[config.mk]
export PLATFORM = sky130hd
export DESIGN_NAME = elevator_ctrl_flat
export DESIGN_NICKNAME = d
export VERILOG_FILES = /design/src/rtl/elevator_ctrl_if.sv /design/src/rtl/elevator_ctrl.sv /design/src/flat_wrapper.sv
export SDC_FILE = /design/constraint.sdc
export NUM_CORES = 1
export LEC_CHECK = 0
export BUFFER_PORTS_ARGS = -buffer_cell sky130_fd_sc_hd__buf_2
export CORE_MARGIN = 4
export CORE_UTILIZATION = 45
export CTS_CLUSTER_SIZE = 10
export DETAILED_ROUTE_END_ITERATION = 8
export GPL_TIMING_DRIVEN = 0
export PLACE_DENSITY = 0.72
export SLEW_MARGIN = 10
export SYNTH_ARGS = -nofsm -noshare
export SYNTH_HDL_FRONTEND = slang
export SYNTH_SLANG_ARGS = --single-unit
[constraint.sdc]
create_clock -name clk -period 3.1 [get_ports clk]
set_clock_uncertainty 0.05 [all_clocks]
set_input_delay 0.775 -clock clk [delete_from_list [all_inputs] [get_ports clk]]
set_output_delay 0.775 -clock clk [all_outputs]
set_load 0.05 [all_outputs]
[src/rtl/elevator_ctrl_if.sv]
// Call-button / car-status bundle between the call panel and the elevator controller.
interface elevator_ctrl_if #(
    parameter int NUM_FLOORS = 4
);
    localparam int IDX_W = $clog2(NUM_FLOORS);

    logic [NUM_FLOORS-1:0] call_req;   // per-floor call buttons
    logic [NUM_FLOORS-1:0] floor;      // one-hot current floor
    logic [IDX_W-1:0]      floor_idx;  // binary current floor
    logic                  moving;     // car in motion
    logic                  dir_up;     // 1 = up / preferred up
    logic                  door_open;  // door open command
    logic [NUM_FLOORS-1:0] pending;    // latched, unserved calls

    // Call panel side: drives buttons, observes car status.
    modport master (
        output call_req,
        input  floor, floor_idx, moving, dir_up, door_open, pending
    );

    // Controller side: samples buttons, drives car status.
    modport slave (
        input  call_req,
        output floor, floor_idx, moving, dir_up, door_open, pending
    );
endinterface

[src/rtl/elevator_ctrl.sv]
// N-floor elevator controller: latches calls, moves one floor per TRAVEL_CYCLES
// clocks, holds the door open DOOR_OPEN_CYCLES clocks at each requested floor.
module elevator_ctrl #(
    parameter int NUM_FLOORS       = 4,
    parameter int TRAVEL_CYCLES    = 4,
    parameter int DOOR_OPEN_CYCLES = 3
) (
    input  logic            clk,
    input  logic            rst_n,
    elevator_ctrl_if.slave  bus
);
    localparam int IDX_W   = $clog2(NUM_FLOORS);
    localparam int MAX_CNT = (TRAVEL_CYCLES > DOOR_OPEN_CYCLES) ? TRAVEL_CYCLES : DOOR_OPEN_CYCLES;
    localparam int TIMER_W = $clog2(MAX_CNT + 1);

    localparam logic [TIMER_W-1:0] TRAVEL_LAST = TIMER_W'(TRAVEL_CYCLES - 1);
    localparam logic [TIMER_W-1:0] DOOR_LAST   = TIMER_W'(DOOR_OPEN_CYCLES - 1);
    // A re-press at the open floor counts its own cycle as the first of the renewed window.
    localparam logic [TIMER_W-1:0] EXT_RESTART = TIMER_W'(1);

    typedef enum logic [1:0] {
        S_IDLE,
        S_MOVE,
        S_DOOR
    } state_e;

    state_e                state_q, state_d;
    logic [IDX_W-1:0]      floor_idx_q, floor_idx_d;
    logic [NUM_FLOORS-1:0] floor_q, floor_d;
    logic                  dir_up_q, dir_up_d;
    logic                  moving_q, moving_d;
    logic                  door_open_q, door_open_d;
    logic [TIMER_W-1:0]    timer_q, timer_d;
    logic [NUM_FLOORS-1:0] pending_q, pending_d;

    logic [NUM_FLOORS-1:0] req;
    logic [IDX_W-1:0]      step_idx;

    // Any request strictly above idx.
    function automatic logic any_above(input logic [NUM_FLOORS-1:0] r, input logic [IDX_W-1:0] idx);
        any_above = 1'b0;
        for (int i = 0; i < NUM_FLOORS; i++) begin
            if (i > int'(idx) && r[i]) any_above = 1'b1;
        end
    endfunction

    // Any request strictly below idx.
    function automatic logic any_below(input logic [NUM_FLOORS-1:0] r, input logic [IDX_W-1:0] idx);
        any_below = 1'b0;
        for (int i = 0; i < NUM_FLOORS; i++) begin
            if (i < int'(idx) && r[i]) any_below = 1'b1;
        end
    endfunction

    // Live button presses are visible to decisions in the same cycle they arrive.
    assign req      = pending_q | bus.call_req;
    assign step_idx = dir_up_q ? floor_idx_q + 1'b1 : floor_idx_q - 1'b1;

    // State register: all state and registered outputs, synchronous active-low reset.
    always_ff @(posedge clk) begin
        // NOTE: sequential state uses non-blocking assignments so every flop samples pre-edge values.
        if (!rst_n) begin
            state_q     <= S_IDLE;
            floor_idx_q <= '0;
            floor_q     <= NUM_FLOORS'(1);
            dir_up_q    <= 1'b1;
            moving_q    <= 1'b0;
            door_open_q <= 1'b0;
            timer_q     <= '0;
            pending_q   <= '0;
        end else begin
            state_q     <= state_d;
            floor_idx_q <= floor_idx_d;
            floor_q     <= floor_d;
            dir_up_q    <= dir_up_d;
            moving_q    <= moving_d;
            door_open_q <= door_open_d;
            timer_q     <= timer_d;
            pending_q   <= pending_d;
        end
    end

    // Next-state logic: scheduling, travel timing, door timing, call latching.
    always_comb begin
        // NOTE: every variable gets a default first so no latch is inferred.
        state_d     = state_q;
        floor_idx_d = floor_idx_q;
        dir_up_d    = dir_up_q;
        timer_d     = timer_q;

        unique case (state_q)
            S_IDLE: begin
                timer_d = '0;
                if (req[floor_idx_q]) begin
                    state_d = S_DOOR;
                end else if (dir_up_q ? any_above(req, floor_idx_q) : any_below(req, floor_idx_q)) begin
                    state_d = S_MOVE;
                end else if (dir_up_q ? any_below(req, floor_idx_q) : any_above(req, floor_idx_q)) begin
                    // Nothing left ahead (always true at an end floor): turn toward the interior.
                    dir_up_d = ~dir_up_q;
                    state_d  = S_MOVE;
                end
            end
            S_MOVE: begin
                if (timer_q == TRAVEL_LAST) begin
                    timer_d     = '0;
                    floor_idx_d = step_idx;
                    if (req[step_idx]) begin
                        state_d = S_DOOR;
                    end else if (!(dir_up_q ? any_above(req, step_idx) : any_below(req, step_idx))) begin
                        state_d = S_IDLE;
                    end
                end else begin
                    timer_d = timer_q + 1'b1;
                end
            end
            S_DOOR: begin
                if (bus.call_req[floor_idx_q]) begin
                    timer_d = EXT_RESTART;
                end else if (timer_q >= DOOR_LAST) begin
                    timer_d = '0;
                    state_d = S_IDLE;
                end else begin
                    timer_d = timer_q + 1'b1;
                end
            end
            default: state_d = S_IDLE;
        endcase

        // Latch new calls; the floor being opened (or held open) is served, and that wins.
        pending_d = pending_q | bus.call_req;
        if (state_d == S_DOOR) pending_d[floor_idx_d] = 1'b0;
    end

    // Output decode: derived from the next state so the outputs leave flops.
    always_comb begin
        moving_d             = (state_d == S_MOVE);
        door_open_d          = (state_d == S_DOOR);
        floor_d              = '0;
        floor_d[floor_idx_d] = 1'b1;
    end

    assign bus.floor     = floor_q;
    assign bus.floor_idx = floor_idx_q;
    assign bus.moving    = moving_q;
    assign bus.dir_up    = dir_up_q;
    assign bus.door_open = door_open_q;
    assign bus.pending   = pending_q;

endmodule

[src/flat_wrapper.sv]
// flat-port wrapper written by rule: the top's interface ports become plain ports
module elevator_ctrl_flat 
#(
    parameter int NUM_FLOORS       = 4,
    parameter int TRAVEL_CYCLES    = 4,
    parameter int DOOR_OPEN_CYCLES = 3
)
  (clk, rst_n, bus_call_req, bus_floor, bus_floor_idx, bus_moving, bus_dir_up, bus_door_open, bus_pending);
  elevator_ctrl_if #(.NUM_FLOORS(NUM_FLOORS)) bus_i ();
  input  logic clk;
  input  logic rst_n;
  input wire logic [$bits(bus_i.call_req)-1:0] bus_call_req;
  output wire logic [$bits(bus_i.floor)-1:0] bus_floor;
  output wire logic [$bits(bus_i.floor_idx)-1:0] bus_floor_idx;
  output wire logic [$bits(bus_i.moving)-1:0] bus_moving;
  output wire logic [$bits(bus_i.dir_up)-1:0] bus_dir_up;
  output wire logic [$bits(bus_i.door_open)-1:0] bus_door_open;
  output wire logic [$bits(bus_i.pending)-1:0] bus_pending;
  assign bus_i.call_req = bus_call_req;
  assign bus_floor = bus_i.floor;
  assign bus_floor_idx = bus_i.floor_idx;
  assign bus_moving = bus_i.moving;
  assign bus_dir_up = bus_i.dir_up;
  assign bus_door_open = bus_i.door_open;
  assign bus_pending = bus_i.pending;
  elevator_ctrl #(.NUM_FLOORS(NUM_FLOORS), .TRAVEL_CYCLES(TRAVEL_CYCLES), .DOOR_OPEN_CYCLES(DOOR_OPEN_CYCLES)) u_core (.clk(clk), .rst_n(rst_n), .bus(bus_i));
endmodule
==> flow_summary_export.csv, run 1 <==
group,metric,value,unit
floorplan,core_region_area,2280,um^2
placement,place_area,1240,um^2
setup_path,cp-end-kind,"flop",
yosys,ys_warn_count,0,
yosys,netlist_top_cells_area,"dfxtp_1 32%, ha_1 13%, mux4_2 6.1%",
finish,syn_to_final_growth,14.5,%
clock_network,htreeDepth,1,
detailed_routing,via_per_inst,5.59,
yosys,synth_top_area_cell,"dfxtp_1",
grt,grt_usage,0.152,
sta,rsz0062_at_grt,"no",
placement,dp.cells,174,
grt,antenna_found_initial,0,
setup_path,cp-start-kind,"flop",
job,maxCapViolations,0,
yosys,syn-cell-area,1110,um^2
setup_path,critPathSlowestCell,"dfxtp_1",
sta,finalHoldViolCount,0,
detailed_routing,wl_per_cell,13.2,um
finish,nFillCells,221,
setup_path,criticalPathCategory,"reg2reg",
power_and_ir_drop,irDropWorstVdd,357,uV
finish,design_area,1270,um^2
grt,grt_pass1_wl,4050,um
clock_network,worstSkewPairLatency,300,ps
sta,tightest_slew,428,ps
floorplan,die_y,57.7,um
clock_network,cts_tree,"yes",
yosys,synth_edf_count,0,
sta,finalSetupViolCount,0,
worst_hold_path,worstHoldPathType,"reg2reg",
setup_path,crit_chain,"inv_1 > ha_1 > xor2_1 > mux4_2 > nand3_1 > nor2_1 > or2_4 > o31a_1",
sta,relSlewSlack,0.715,
setup_path,cp_data_arrival_time,2940,ps
clock_network,ctsResizeCount,0,
clock_network,root_buffer,"clkbuf_4",
grt,grt-ovfl-total,0,
grt,grt_max_degree,11,
sta,timing.fmax,357,MHz
clock_network,post_cts_buffers,0,
detailed_routing,dr_wl_met3,127,um
power_and_ir_drop,power_density,447,nW/um^2
detailed_routing,drt-pass1-iter-count,4,
floorplan,die_area,3330,um^2
yosys,synth-seq-cells,18,
finish,nNetsFinal,169,
clock_network,cts_buffer_depth,2,
setup_path,cp_max_fo,10,
finish,diodes,0,
sta,slew_violations,0,
yosys,synthCells,128,
detailed_routing,totalWireLength,2340,um
yosys,ys_types,37,
yosys,seq_area_frac_synth,0.324,
finish,drive_above_1_share,0.207,
detailed_routing,wl_met1,1010,um
setup_path,worstPathRequired,3240,ps
yosys,synthFlopType,"dfxtp_1",
clock_network,hold_buffers,0,
power_and_ir_drop,total_power,569,uW
placement,portBuffers,18,
floorplan,start_util,0.489,
placement,gp_congestion,0.882,
placement,dpl.hpwl,1850,um
clock_network,cts_buffers,3,
floorplan,die_x,57.7,um
yosys,yosys.area.top_type_share,0.324,
finish,utilization,0.560,
detailed_routing,highest_layer,"met4",
sta,tns,0,ps
detailed_routing,first_iter_violations,37,
floorplan,rows,17,
detailed_routing,vias,995,
sta,fin_crit_sh,0.903,
clock_network,clock_sinks,18,
floorplan,ioPinCount,19,
grt,first_global_vias,951,
run_status,outcome,"completed",
setup_path,cp_slowest_stage_delay,580,ps
clock_network,cts.clk_slew.worst_paths,100,ps
detailed_routing,wl_met2,1160,um
sta,finalCriticalPeriod,2800,ps
detailed_routing,ant_nets,0,
yosys,syn-num-nets,146,
power_and_ir_drop,p_leak,0.545,nW
yosys,syn_area_per_cell,8.69,um^2
yosys,async_reset_ff_frac,0,
detailed_routing,drc,0,
finish,instances_no_fill,178,
-- layout by cell type, fill, tap and decap left out, drive strengths merged, types with 3 or more instances in the layout --
cell type and count:
inv 9, dfxtp 18, nor2 10, clkbuf 5, nor3 3, a21oi 11, mux4 3, ha 12
and2 3, nand2 10, nor2b 9, o21ai 11, buf 18
-- through the flow --
stage                     setup slack [ps]  hold WS (ps)
final                                  301           528
after CTS                              299           536
after global placement                 328           492
after global routing                  96.9           590
after detailed placement               324           509
after floorplan                        181           478
-- where the power goes --
part,internal (mW),switching [mW]
clock,0.0716,0.0735
combinational,0.0620,0.103
sequential,0.247,0.0128
total,0.380,0.189
-- layout make-up --
cell class                      instances  area [um^2]  share of cell area
Inverter                                9         33.8              0.0265
Timing Repair Buffer                   18         90.1              0.0707
Buffer                                  1         3.75             0.00295
Tap cell                               28         35.0              0.0275
Sequential cell                        18          360               0.283
Clock buffer                            4         36.3              0.0285
Multi-Input combinational cell        100          714               0.561
-- state kept, by name, summed over array words and instances, names as in the netlist --
name                  cells
u_core.bus.floor_idx      2
u_core.state_q            2
u_core.timer_q            3
u_core.bus.dir_up         1
u_core.bus.pending        4
u_core.bus.floor          4
u_core.bus.door_open      1
u_core.bus.moving         1
-- logic make-up (layout without fill, tap and decap cells) --
kind of cell	count (synthesis)	count (layout)	synth area share
flops	18	18	0.324
compound gates	34	34	0.184
fa+ha+maj	12	12	0.135
simple gates	49	49	0.246
xor+xnor	2	2	0.0158
buf+inv	10	32	0.0337
mux	3	3	0.0607
-- critical path, delay by kind of cell (launching register included) --
| kind | cells | cell delay, ps |
|---|---|---|
| simple gates | 3 | 450 |
| flops | 1 | 580 |
| compound gates | 1 | 250 |
| mux | 1 | 550 |
| xor+xnor | 1 | 250 |
| fa+ha+maj | 1 | 390 |
| buf+inv | 1 | 170 |
-- per-layer routing --
layer | vias up | GRT usage
met4 | 0 | 0.0662
li1 | 498 | -
met5 | - | 0
met1 | 450 | 0.193
met2 | 40 | 0.261
met3 | 7 | 0.0156
-- worst paths after layout --
check                     startpoint                     to  slack (ps)  depth (start not counted)
max          u_core.bus.floor_idx[0]  u_core.bus.pending[3]         300                          8
min            u_core.bus.pending[0]  u_core.bus.pending[0]         530                          2
max reg2reg  u_core.bus.floor_idx[0]  u_core.bus.pending[3]         300                          8
min reg2reg    u_core.bus.pending[0]  u_core.bus.pending[0]         530                          2
-- cell usage after synthesis, types with 2 or more instances --
library cell	n
nor2b_1	9
o21ai_0	9
a21oi_1	11
nor4b_1	2
and2_1	2
nand2_1	10
nor3_1	3
inv_1	8
mux4_2	3
nand3_1	2
o21ai_1	2
o21bai_1	2
dfxtp_1	18
ha_1	12
o221ai_1	2
a22oi_1	2
nor2_1	10
nand2b_1	2
(Power assumes the default switching activity.)
==> run 2: changes to the inputs <==
- GPL_TIMING_DRIVEN: 0 -> default
- RECOVER_POWER: default -> 100
==> run 2 against run 1 <==
Effect of this change:
- sequential cell count is the same
- via count fell by 0.10%
- combinational power is 6% lower
- core utilization decreased by 1.4 points
- routed wire length is 0.98% higher
- sequential power about the same
- clock power about the same
- largest power group unchanged
==> flow_summary_export.csv, run 2 (synthesis results as in run 1) <==
group,metric,value,unit
grt,grt_max_degree,12,
detailed_routing,totalWireLength,2370,um
detailed_routing,ant_nets,0,
finish,design_area,1240,um^2
setup_path,critPathSlowestCell,"dfxtp_1",
power_and_ir_drop,p_int,372,uW
setup_path,critical_path.top_delay_family,"flip-flops",
clock_network,ctsResizeCount,0,
floorplan,die_x,57.7,um
power_and_ir_drop,switching_power,186,uW
setup_path,cp-start-kind,"flop",
worst_hold_path,worstHoldPathType,"reg2reg",
clock_network,worstSkewPairLatency,300,ps
finish,final_common_cell,"dfxtp_1",
placement,gp_congestion,0.975,
floorplan,die_area,3330,um^2
clock_network,hold_buffers,0,
finish,seqCellArea,360,um^2
detailed_routing,vias,994,
setup_path,cp_slowest_stage_delay,560,ps
finish,layout_common_cells,"18 x dfxtp_1, 13 x clkbuf_1, 12 x ha_1",
setup_path,criticalPathCategory,"reg2reg",
floorplan,ioPinCount,19,
power_and_ir_drop,p_seq_frac,0.466,
sta,relSlewSlack,0.523,
job,maxCapViolations,0,
clock_network,root_buffer,"clkbuf_4",
finish,instances_no_fill,177,
finish,nNetsFinal,168,
finish,multiInputGateArea,702,um^2
setup_path,path_buf_inv,1,
finish,diodes,0,
sta,finalSetupViolCount,0,
clock_network,htreeDepth,1,
finish,nFillCells,221,
sta,finalHoldViolCount,0,
detailed_routing,via_per_inst,5.62,
grt,grt_pass1_wl,4060,um
power_and_ir_drop,total_power,558,uW
grt,antenna_found_initial,0,
placement,place_area,1230,um^2
setup_path,crit_chain,"inv_1 > ha_1 > xor2_1 > mux4_2 > nand3_1 > nor2_1 > or2_2 > o31a_1",
power_and_ir_drop,irDropWorstVdd,397,uV
sta,timing.fmax,358,MHz
placement,dp.cells,173,
setup_path,cp_max_fo,10,
grt,first_global_vias,923,
clock_network,post_cts_buffers,0,
power_and_ir_drop,p_leak,0.495,nW
detailed_routing,first_iter_violations,23,
detailed_routing,drc,0,
finish,drive_above_1_share,0.101,
setup_path,cp-end-kind,"flop",
clock_network,cts_tree,"yes",
detailed_routing,drt-pass1-iter-count,4,
floorplan,start_util,0.489,
placement,portBuffers,18,
placement,dpl.hpwl,1890,um
power_and_ir_drop,power_density,449,nW/um^2
clock_network,cts_buffer_depth,2,
clock_network,cts.clk_slew.worst_paths,100,ps
floorplan,core_region_area,2280,um^2
sta,finalCriticalPeriod,2800,ps
power_and_ir_drop,p_clk_frac,0.257,
setup_path,cp_data_arrival_time,2940,ps
floorplan,die_y,57.7,um
setup_path,worstPathRequired,3250,ps
grt,grt-ovfl-total,0,
power_and_ir_drop,comb_power_share,0.277,
clock_network,clock_sinks,18,
grt,grt_usage,0.154,
sta,tightest_slew,708,ps
clock_network,cts_buffers,3,
run_status,outcome,"completed",
floorplan,rows,17,
sta,rsz0062_at_grt,"no",
sta,fin_crit_sh,0.902,
power_and_ir_drop,p_sw_frac,0.334,
sta,slew_violations,0,
sta,tns,0,ps
finish,syn_to_final_growth,11.6,%
detailed_routing,wl_per_cell,13.4,um
==> run 2: routing by layer <==
layer	part of all wire	vias to the layer above	GRT usage	routed length, um
met3	0.056	5	0.0401	132
met5	0	-	0	0
met1	0.43	462	0.185	1010
li1	-	499	-	-
met2	0.51	28	0.266	1200
met4	0.011	0	0.0497	27
==> run 2: final cells by class <==
class | count | area share
Inverter | 9 | 0.0272
Multi-Input combinational cell | 100 | 0.566
Timing Repair Buffer | 18 | 0.0595
Tap cell | 28 | 0.0282
Sequential cell | 18 | 0.290
Clock buffer | 4 | 0.0292
==> run 2: per-stage QoR <==
stage	setup slack, ps	util	hold WS, ps
floorplan	181	-	478
global placement	478	0.542	500
detailed placement	387	0.542	516
CTS	377	0.558	536
global route	172	0.545	552
finish	305	0.545	534
==> run 2: power groups by stage <==
stage	combinational, mW	clock [mW]	sequential [mW]
after floorplan	0.0967	0	0.294
after detailed placement	0.163	0	0.265
after CTS	0.165	0.146	0.260
after global placement	0.161	0	0.265
after global routing	0.172	0.156	0.264
final	0.154	0.143	0.260
==> run 2: path summary, 6_finish.rpt <==
| kind | from | end | slack [ps] | cells after the start |
|---|---|---|---|---|
| max | u_core.bus.floor_idx[0] | u_core.bus.pending[3] | 300 | 8 |
| min | u_core.bus.pending[0] | u_core.bus.pending[0] | 530 | 2 |
| max reg2reg | u_core.bus.floor_idx[0] | u_core.bus.pending[3] | 300 | 8 |
| min reg2reg | u_core.bus.pending[0] | u_core.bus.pending[0] | 530 | 2 |
==> run 2: worst register-to-register path, stage by stage, from the launching register on <==
cell and delay (ps):
dfxtp_1 560, inv_1 170, ha_1 400, xor2_1 240
mux4_2 540, nand3_1 100, nor2_1 70, or2_2 330
o31a_1 240
